[config.mk]
export PLATFORM = sky130hd
export DESIGN_NAME = debouncer_multi
export DESIGN_NICKNAME = d
export VERILOG_FILES = /design/src/rtl/debouncer_pkg.sv /design/src/rtl/debouncer_channel.sv /design/src/rtl/debouncer_multi.sv
export SDC_FILE = /design/constraint.sdc
export NUM_CORES = 1
export LEC_CHECK = 0
export ABC_AREA = 1
export BUFFER_PORTS_ARGS = -buffer_cell sky130_fd_sc_hd__buf_2
export CORE_AREA = 5 5 117 92
export DETAILED_ROUTE_END_ITERATION = 16
export DIE_AREA = 0 0 122 97
export GPL_ROUTABILITY_DRIVEN = 1
export PLACE_DENSITY = 0.84
export SLEW_MARGIN = 20
export SYNTH_ARGS = -nofsm -noshare
export SYNTH_HDL_FRONTEND = slang
export SYNTH_SLANG_ARGS = --single-unit
[constraint.sdc]
create_clock -name clk -period 1.9 [get_ports clk]
set_input_delay 0.38 -clock clk [delete_from_list [all_inputs] [get_ports clk]]
set_output_delay 0.38 -clock clk [all_outputs]
set_load 0.02 [all_outputs]
[src/rtl/debouncer_pkg.sv]
// Shared definitions for the multi-channel debouncer.
// - deb_state_e: per-channel FSM encoding. The two transitional states are
//   "wait" states in delayed mode and "lockout" states in early mode.
// - ModeDelayed / ModeEarly: values for the MODE parameter.
package debouncer_pkg;

    typedef enum logic [1:0] {
        StStableLo = 2'd0,
        StWaitHi   = 2'd1,  // LOCK_HI in early mode
        StStableHi = 2'd2,
        StWaitLo   = 2'd3   // LOCK_LO in early mode
    } deb_state_e;

    localparam int unsigned ModeDelayed = 0;
    localparam int unsigned ModeEarly   = 1;

endpackage

[src/rtl/debouncer_channel.sv]
// Single-bit debouncer: synchroniser chain, 4-state FSM, saturating timer and
// registered rise/fall strobes.
// Ports:
//   clk       - clock, rising edge
//   reset_n   - synchronous active-low reset
//   noisy     - raw asynchronous input
//   debounced - clean registered level
//   rise      - one-cycle strobe on debounced 0->1
//   fall      - one-cycle strobe on debounced 1->0
module debouncer_channel
    import debouncer_pkg::*;
#(
    parameter int unsigned SAT_VALUE   = 1_999_999,
    parameter int unsigned SYNC_STAGES = 2,
    parameter int unsigned MODE        = ModeDelayed,
    parameter bit          INIT_LEVEL  = 1'b0
) (
    input  logic clk,
    input  logic reset_n,
    input  logic noisy,
    output logic debounced,
    output logic rise,
    output logic fall
);

    localparam int unsigned    CntW   = $clog2(SAT_VALUE + 1);
    localparam logic [CntW-1:0] SatCnt = CntW'(SAT_VALUE);
    localparam bit             Early  = (MODE == ModeEarly);

    logic [SYNC_STAGES-1:0] sync_q;
    logic                   s;
    deb_state_e             state_q, state_d;
    logic [CntW-1:0]        cnt_q, cnt_d;
    logic                   deb_q, deb_d;
    logic                   rise_q, rise_d;
    logic                   fall_q, fall_d;

    assign s = sync_q[SYNC_STAGES-1];

    always_ff @(posedge clk) begin
        if (!reset_n) begin
            sync_q  <= {SYNC_STAGES{INIT_LEVEL}};
            state_q <= INIT_LEVEL ? StStableHi : StStableLo;
            cnt_q   <= '0;
            deb_q   <= INIT_LEVEL;
            rise_q  <= 1'b0;
            fall_q  <= 1'b0;
        end else begin
            sync_q  <= {sync_q[SYNC_STAGES-2:0], noisy};
            state_q <= state_d;
            cnt_q   <= cnt_d;
            deb_q   <= deb_d;
            rise_q  <= rise_d;
            fall_q  <= fall_d;
        end
    end

    always_comb begin
        state_d = state_q;
        cnt_d   = cnt_q;
        deb_d   = deb_q;
        rise_d  = 1'b0;
        fall_d  = 1'b0;
        unique case (state_q)
            StStableLo: begin
                cnt_d = '0;
                if (s) begin
                    state_d = StWaitHi;
                    // Early mode commits on the first edge, then locks out.
                    if (Early) begin
                        deb_d  = 1'b1;
                        rise_d = 1'b1;
                    end
                end
            end
            StWaitHi: begin
                if (!Early && !s) begin
                    state_d = StStableLo;
                    cnt_d   = '0;
                end else if (cnt_q == SatCnt) begin
                    state_d = StStableHi;
                    cnt_d   = '0;
                    if (!Early) begin
                        deb_d  = 1'b1;
                        rise_d = 1'b1;
                    end
                end else begin
                    cnt_d = cnt_q + CntW'(1);
                end
            end
            StStableHi: begin
                cnt_d = '0;
                if (!s) begin
                    state_d = StWaitLo;
                    if (Early) begin
                        deb_d  = 1'b0;
                        fall_d = 1'b1;
                    end
                end
            end
            StWaitLo: begin
                if (!Early && s) begin
                    state_d = StStableHi;
                    cnt_d   = '0;
                end else if (cnt_q == SatCnt) begin
                    state_d = StStableLo;
                    cnt_d   = '0;
                    if (!Early) begin
                        deb_d  = 1'b0;
                        fall_d = 1'b1;
                    end
                end else begin
                    cnt_d = cnt_q + CntW'(1);
                end
            end
        endcase
    end

    assign debounced = deb_q;
    assign rise      = rise_q;
    assign fall      = fall_q;

endmodule

[src/rtl/debouncer_multi.sv]
// Multi-channel debouncer: CHANNELS independent debouncer_channel instances.
// Ports:
//   clk       - clock, rising edge
//   reset_n   - synchronous active-low reset
//   noisy     - raw asynchronous inputs, one per channel
//   debounced - clean registered levels
//   rise      - per-channel one-cycle strobe on debounced 0->1
//   fall      - per-channel one-cycle strobe on debounced 1->0
module debouncer_multi
    import debouncer_pkg::*;
#(
    parameter int unsigned CHANNELS    = 4,
    parameter int unsigned SAT_VALUE   = 1_999_999,
    parameter int unsigned SYNC_STAGES = 2,
    parameter int unsigned MODE        = ModeDelayed,
    parameter bit          INIT_LEVEL  = 1'b0
) (
    input  logic                clk,
    input  logic                reset_n,
    input  logic [CHANNELS-1:0] noisy,
    output logic [CHANNELS-1:0] debounced,
    output logic [CHANNELS-1:0] rise,
    output logic [CHANNELS-1:0] fall
);

    for (genvar i = 0; i < CHANNELS; i++) begin : g_chan
        debouncer_channel #(
            .SAT_VALUE  (SAT_VALUE),
            .SYNC_STAGES(SYNC_STAGES),
            .MODE       (MODE),
            .INIT_LEVEL (INIT_LEVEL)
        ) u_chan (
            .clk      (clk),
            .reset_n  (reset_n),
            .noisy    (noisy[i]),
            .debounced(debounced[i]),
            .rise     (rise[i]),
            .fall     (fall[i])
        );
    end

endmodule

==> metrics.txt, run 1 <==
CTS resizes=0; detail-routed via count per cell=4.97; CTS tree=built; cell count after synthesis=828; final instance area=6150 um2; # Post-CTS Setup Buffers=0; Clock Tree Buf Depth=2; Synth area leaders=dfxtp_1 (39%), nand2_1 (12%), nor2_1 (11%), inv_1 (7.0%), nand3_1 (4.9%); Peak VDD IR=0.450 mV; Diodes inserted=0; Netlist Area Pre-Place=5700 um2; row count=31; first-pass GRT wire length=19.6 mm; Post-Syn Nets=838; crit path capture type=flip-flop; Mean Syn Cell Area=6.89 um2; CP most frequent cell=nand3_2; top cell type's share of synthesized area=39.3%; Rel. slew slack=70.3%; kind of cell adding the most delay to the critical path=simple AND/OR/NAND/NOR gates; fin util=65.2%; Buf+Inv Stages, Crit Path=0; crit start category=flip-flop; Total Nets Final=852; drt pass-1 iters=5; post-synthesis sequential area ratio=39.3%; Setup CP Type=flip-flop to flip-flop; Inserted Clock Buffers=9; Area after DPL=5860 um2; drt drc=0; Tmin final=1.70 ns; dpl hpwl=8.44 mm; WP depth=6; RSZ-0062 raised after global routing=false; leakage power=2.16 nW; Yosys warning count=0; WL per Instance=11.5 um; largest net degree at the start of global routing=22; r2r setup slk=0.20 ns; Storage cell area=2240 um2; Fillers=843; CP endpoint=g_chan[1].u_chan.cnt_q[11]$_SDFF_PN0_; # hold bufs at CTS=0; H-tree Lvls=3; area occupied by multi-input gates=2850 um2; reg2reg end=g_chan[1].u_chan.cnt_q[11]$_SDFF_PN0_; IO buf count=17; initial antenna violation count=0; max cap viols=0; Die Ht=97 um; Arr. time, crit path=1.97 ns; Worst R2R Path Depth=6; layout cell share with drive strength beyond 1=12.2%; area growth from synthesis to layout=7.81%; Top Ports=18; critical path launch point=g_chan[1].u_chan.cnt_q[0]$_SDFF_PN0_; Initial Util=60.5%; Yosys reg bits=112; CP max FO=21; total gr overflow=0; Initial DRC Count=441; status=complete, no violations; CTS root buf=clkbuf_16; power per cell area=688 nW/um2; Tightest Hold Check Type=primary input to flip-flop; placer congestion estimate=0.956; period utilization=89.7%; cell accounting for the most synthesized area=dfxtp_1; Detailed Route WL=11.3 mm; CP max stage delay=0.36 ns; Fmax=587 MHz; Final ANT Viol Nets=0; RR Startpoint=g_chan[1].u_chan.cnt_q[0]$_SDFF_PN0_; critical path, cell by cell=ha_1 > nand3_1 > nor2_2 > nand3_2 > nand3_2 > nor3b_1; Synth cell types=31; GRT Util Overall=19.8%; Synth Flop Type=dfxtp_1; Worst-Margin Slew=0.445 ns; final hold vios=0; DIE AREA=11800 um2; Critical Path RT=2.16 ns; via count=4867; Critical-path top delay cell=nand3_2; most common cell after layout, fill and taps aside=nand2_1; final number of setup-violating endpoints=0; Worst-Skew Late Latency=0.35 ns; core area=9430 um2; ys async rst share=0%; vias in the first global route=4373; Layout Skew=0.00677 ns; most frequent cells in the layout=nand2_1 (178), nor2_1 (171), dfxtp_1 (112); CTS Sinks=112; pins over their slew limit=0; die width=122 um; EDFF count, synth=0; Clock Pin Slew Worst Setup and Hold Paths=0.07 ns; hold depth=3; setup TNS=0 ns
==> how the worst min path moves through the flow <==
stage                                                startpoint                               endpoint  slack, ns
after global placement    g_chan[3].u_chan.sync_q[0]$_SDFF_PN0_  g_chan[3].u_chan.sync_q[1]$_SDFF_PN0_       0.39
after global routing                                   noisy[1]  g_chan[1].u_chan.sync_q[0]$_SDFF_PN0_       0.23
after detailed placement  g_chan[1].u_chan.sync_q[0]$_SDFF_PN0_  g_chan[1].u_chan.sync_q[1]$_SDFF_PN0_       0.40
final                                                  noisy[3]  g_chan[3].u_chan.sync_q[0]$_SDFF_PN0_       0.22
after floorplan           g_chan[0].u_chan.sync_q[0]$_SDFF_PN0_  g_chan[0].u_chan.sync_q[1]$_SDFF_PN0_       0.39
after CTS                                              noisy[3]  g_chan[3].u_chan.sync_q[0]$_SDFF_PN0_       0.21
==> flip-flops by register name, indices dropped and copies added (netlist names), named ones only <==
name	flops
g_chan.u_chan.rise	4
g_chan.u_chan.debounced	4
g_chan.u_chan.cnt_q	84
g_chan.u_chan.fall	4
g_chan.u_chan.sync_q	8
g_chan.u_chan.state_q	4
==> worst reg2reg max path, delay by kind of cell (launching register included) <==
kind                       cells  cell delay [ns]
adders and majority gates      1             0.25
and+or+nand+nor                5             1.06
DFF                            1             0.32
==> area by class of cell <==
class | count | share of cell area (%)
clock inverters | 7 | 1.02
well taps | 132 | 2.69
multi-input cells | 576 | 46.4
inverters | 118 | 7.21
flip-flops and latches | 112 | 36.5
clock buffers | 9 | 3.66
repair buffers | 25 | 2.56
==> Yosys cell counts, types with 6 or more instances <==
cell	instances
o21ai_0	6
nor3_1	33
xnor2_1	7
nand2_1	178
inv_2	10
dfxtp_1	112
nor3_2	10
a21oi_1	8
nor3b_1	9
xor2_1	31
nand3_1	56
nand4_1	15
inv_1	107
nor2_2	22
buf_4	15
nor2_1	171
==> logic make-up (layout without fill, tap and decap cells) <==
kind of cell,Yosys count,after routing,synth area share (%)
compound gates,19,19,1.73
fa+ha+maj,4,4,0.878
xor+xnor,38,38,5.84
buf+inv,140,159,10.7
flops,112,112,39.3
simple gates,515,515,41.6
==> report_power, final <==
group | internal [mW] | switching, mW
registers | 2.36 | 0.00819
logic | 0.0185 | 0.0360
clock network | 0.916 | 0.895
==> through the flow <==
stage          power (mW)  instances  hold WS, ns  worst slack (ns)
2_1_floorplan        2.46        828        0.390             0.447
3_3_place_gp         2.47        963        0.392             0.293
3_5_place_dp         2.48        963        0.397             0.195
4_1_cts              4.28        979        0.210             0.173
5_1_grt              4.37        979        0.226            0.0168
6_report             4.23        979        0.222             0.197
==> metal layers <==
| layer | up-vias | part of all wire, % | track usage [%] |
|---|---|---|---|
| met5 | - | 0 | 0 |
| met4 | 0 | 1.1 | 5.00 |
| met3 | 12 | 5.0 | 5.07 |
| met2 | 109 | 43 | 28.9 |
| met1 | 2171 | 51 | 29.1 |
| li1 | 2575 | - | - |
(Power assumes the default switching activity.)
==> run 2: changes to the inputs <==
- PLACE_DENSITY: 0.84 -> 0.8
==> metrics.txt, run 2 (synthesis results as in run 1) <==
Area after DPL=5850 um2; final hold vios=0; Regs by FF count=g_chan.u_chan.cnt_q: 84 flops, g_chan.u_chan.sync_q: 8 flops; drt pass-1 iters=5; via count=4936; hold depth=3; Critical Path RT=2.14 ns; Peak VDD IR=0.452 mV; fin util=65.1%; row count=31; Worst Min Path Start=noisy[2]; Final ANT Viol Nets=0; first-pass GRT wire length=19.9 mm; total power=4.17 mW; Tightest Hold Check Type=primary input to flip-flop; Buf+Inv Stages, Crit Path=1; Inst Count DP=962; CTS tree=built; CTS root buf=clkbuf_16; core area=9430 um2; RR Startpoint=g_chan[2].u_chan.cnt_q[0]$_SDFF_PN0_; detail-routed via count per cell=5.05; CP max FO=17; max cap viols=0; Total Nets Final=851; Critical-path top delay cell=dfxtp_1; GRT Util Overall=20.0%; dpl hpwl=8.54 mm; Fillers=866; initial antenna violation count=0; placer congestion estimate=0.934; pins over their slew limit=0; IO buf count=17; Rel. slew slack=77.2%; vias in the first global route=4488; most common cell after layout, fill and taps aside=nand2_1; Worst R2R Path Depth=7; Inserted Clock Buffers=9; max reg flops=84; total gr overflow=0; final instance area=6140 um2; H-tree Lvls=3; Layout Skew=0.00731 ns; WL per Instance=11.5 um; leakage power=2.15 nW; Worst-Margin Slew=0.339 ns; Non-Filler Instances=978; pre-CTS setup slack=0.136 ns; crit path capture type=flip-flop; most frequent cells in the layout=nand2_1 (178), nor2_1 (171), dfxtp_1 (112); final number of setup-violating endpoints=0; Fmax=596 MHz; Tmin final=1.68 ns; crit start category=flip-flop; CP max stage delay=0.37 ns; DIE AREA=11800 um2; Worst-Skew Late Latency=0.34 ns; area occupied by multi-input gates=2860 um2; status=complete, no violations; Detailed Route WL=11.3 mm; kind of cell adding the most delay to the critical path=simple AND/OR/NAND/NOR gates; setup TNS=0 ns; die width=122 um; period utilization=88.3%; Clock Pin Slew Worst Setup and Hold Paths=0.07 ns; r2r setup slk=0.22 ns; largest net degree at the start of global routing=22; reg2reg end=g_chan[2].u_chan.cnt_q[2]$_SDFF_PN0_; Arr. time, crit path=1.91 ns; critical path, cell by cell=ha_1 > nand3_1 > nor2_2 > nand3_1 > nand2_4 > buf_4 > nor2_2; power per cell area=679 nW/um2; area growth from synthesis to layout=7.61%; hold endpoint=g_chan[2].u_chan.sync_q[0]$_SDFF_PN0_; CTS Sinks=112; Storage cell area=2240 um2; Initial Util=60.5%; Initial DRC Count=433; Clock Tree Buf Depth=2; layout cell share with drive strength beyond 1=11.8%; RSZ-0062 raised after global routing=false; Top Ports=18; Top reg by flops=g_chan.u_chan.cnt_q; final hold slack=0.220 ns; Setup CP Type=flip-flop to flip-flop; Die Ht=97 um; drt drc=0; Final WS setup=0.222 ns; Diodes inserted=0
## run 2: report_power, final
part / switching, mW / total, mW / internal, mW
Clock: 0.815 / 1.74 / 0.929
Sequential: 0.00820 / 2.37 / 2.36
Combinational: 0.0361 / 0.0544 / 0.0183
Total: 0.860 / 4.17 / 3.31
## run 2: worst max path at each step
stage / start / cells past startpoint / endpoint
detailed placement: g_chan[1].u_chan.cnt_q[0]$_SDFF_PN0_ / 6 / g_chan[1].u_chan.cnt_q[16]$_SDFF_PN0_
CTS: g_chan[1].u_chan.cnt_q[0]$_SDFF_PN0_ / 6 / g_chan[1].u_chan.cnt_q[16]$_SDFF_PN0_
finish: g_chan[2].u_chan.cnt_q[0]$_SDFF_PN0_ / 7 / g_chan[2].u_chan.cnt_q[2]$_SDFF_PN0_
global route: g_chan[3].u_chan.cnt_q[0]$_SDFF_PN0_ / 9 / g_chan[3].u_chan.cnt_q[15]$_SDFF_PN0_
global placement: g_chan[1].u_chan.cnt_q[0]$_SDFF_PN0_ / 6 / g_chan[1].u_chan.cnt_q[11]$_SDFF_PN0_
floorplan: g_chan[3].u_chan.cnt_q[0]$_SDFF_PN0_ / 9 / g_chan[3].u_chan.cnt_q[15]$_SDFF_PN0_
## run 2: repair_timing
action	in CTS	in global routing
endpoints found under the setup margin	0	21
hold buffers	0	0
setup buffers	0	0
gates resized for setup	0	1
## run 2: layout make-up
class	count	share of cell area (%)
Clock inverter	4	0.489
Multi-Input combinational cell	576	46.6
Clock buffer	12	4.02
Timing Repair Buffer	24	2.45
Sequential cell	112	36.5
Tap cell	132	2.69
Inverter	118	7.22
## run 2: metal layers
metal	part of all wire, %	global-route usage, %	vias up
met2	44	30.9	160
met5	0	0	-
li1	-	-	2579
met3	6.4	5.19	10
met4	0.93	4.74	0
met1	49	28.1	2187
## run 2: worst reg2reg max path, cell delays in order, from the launching register on
cell and delay [ns]:
dfxtp_1 0.37, ha_1 0.21, nand3_1 0.19, nor2_2 0.19, nand3_1 0.15, nand2_4 0.24, buf_4 0.19, nor2_2 0.03
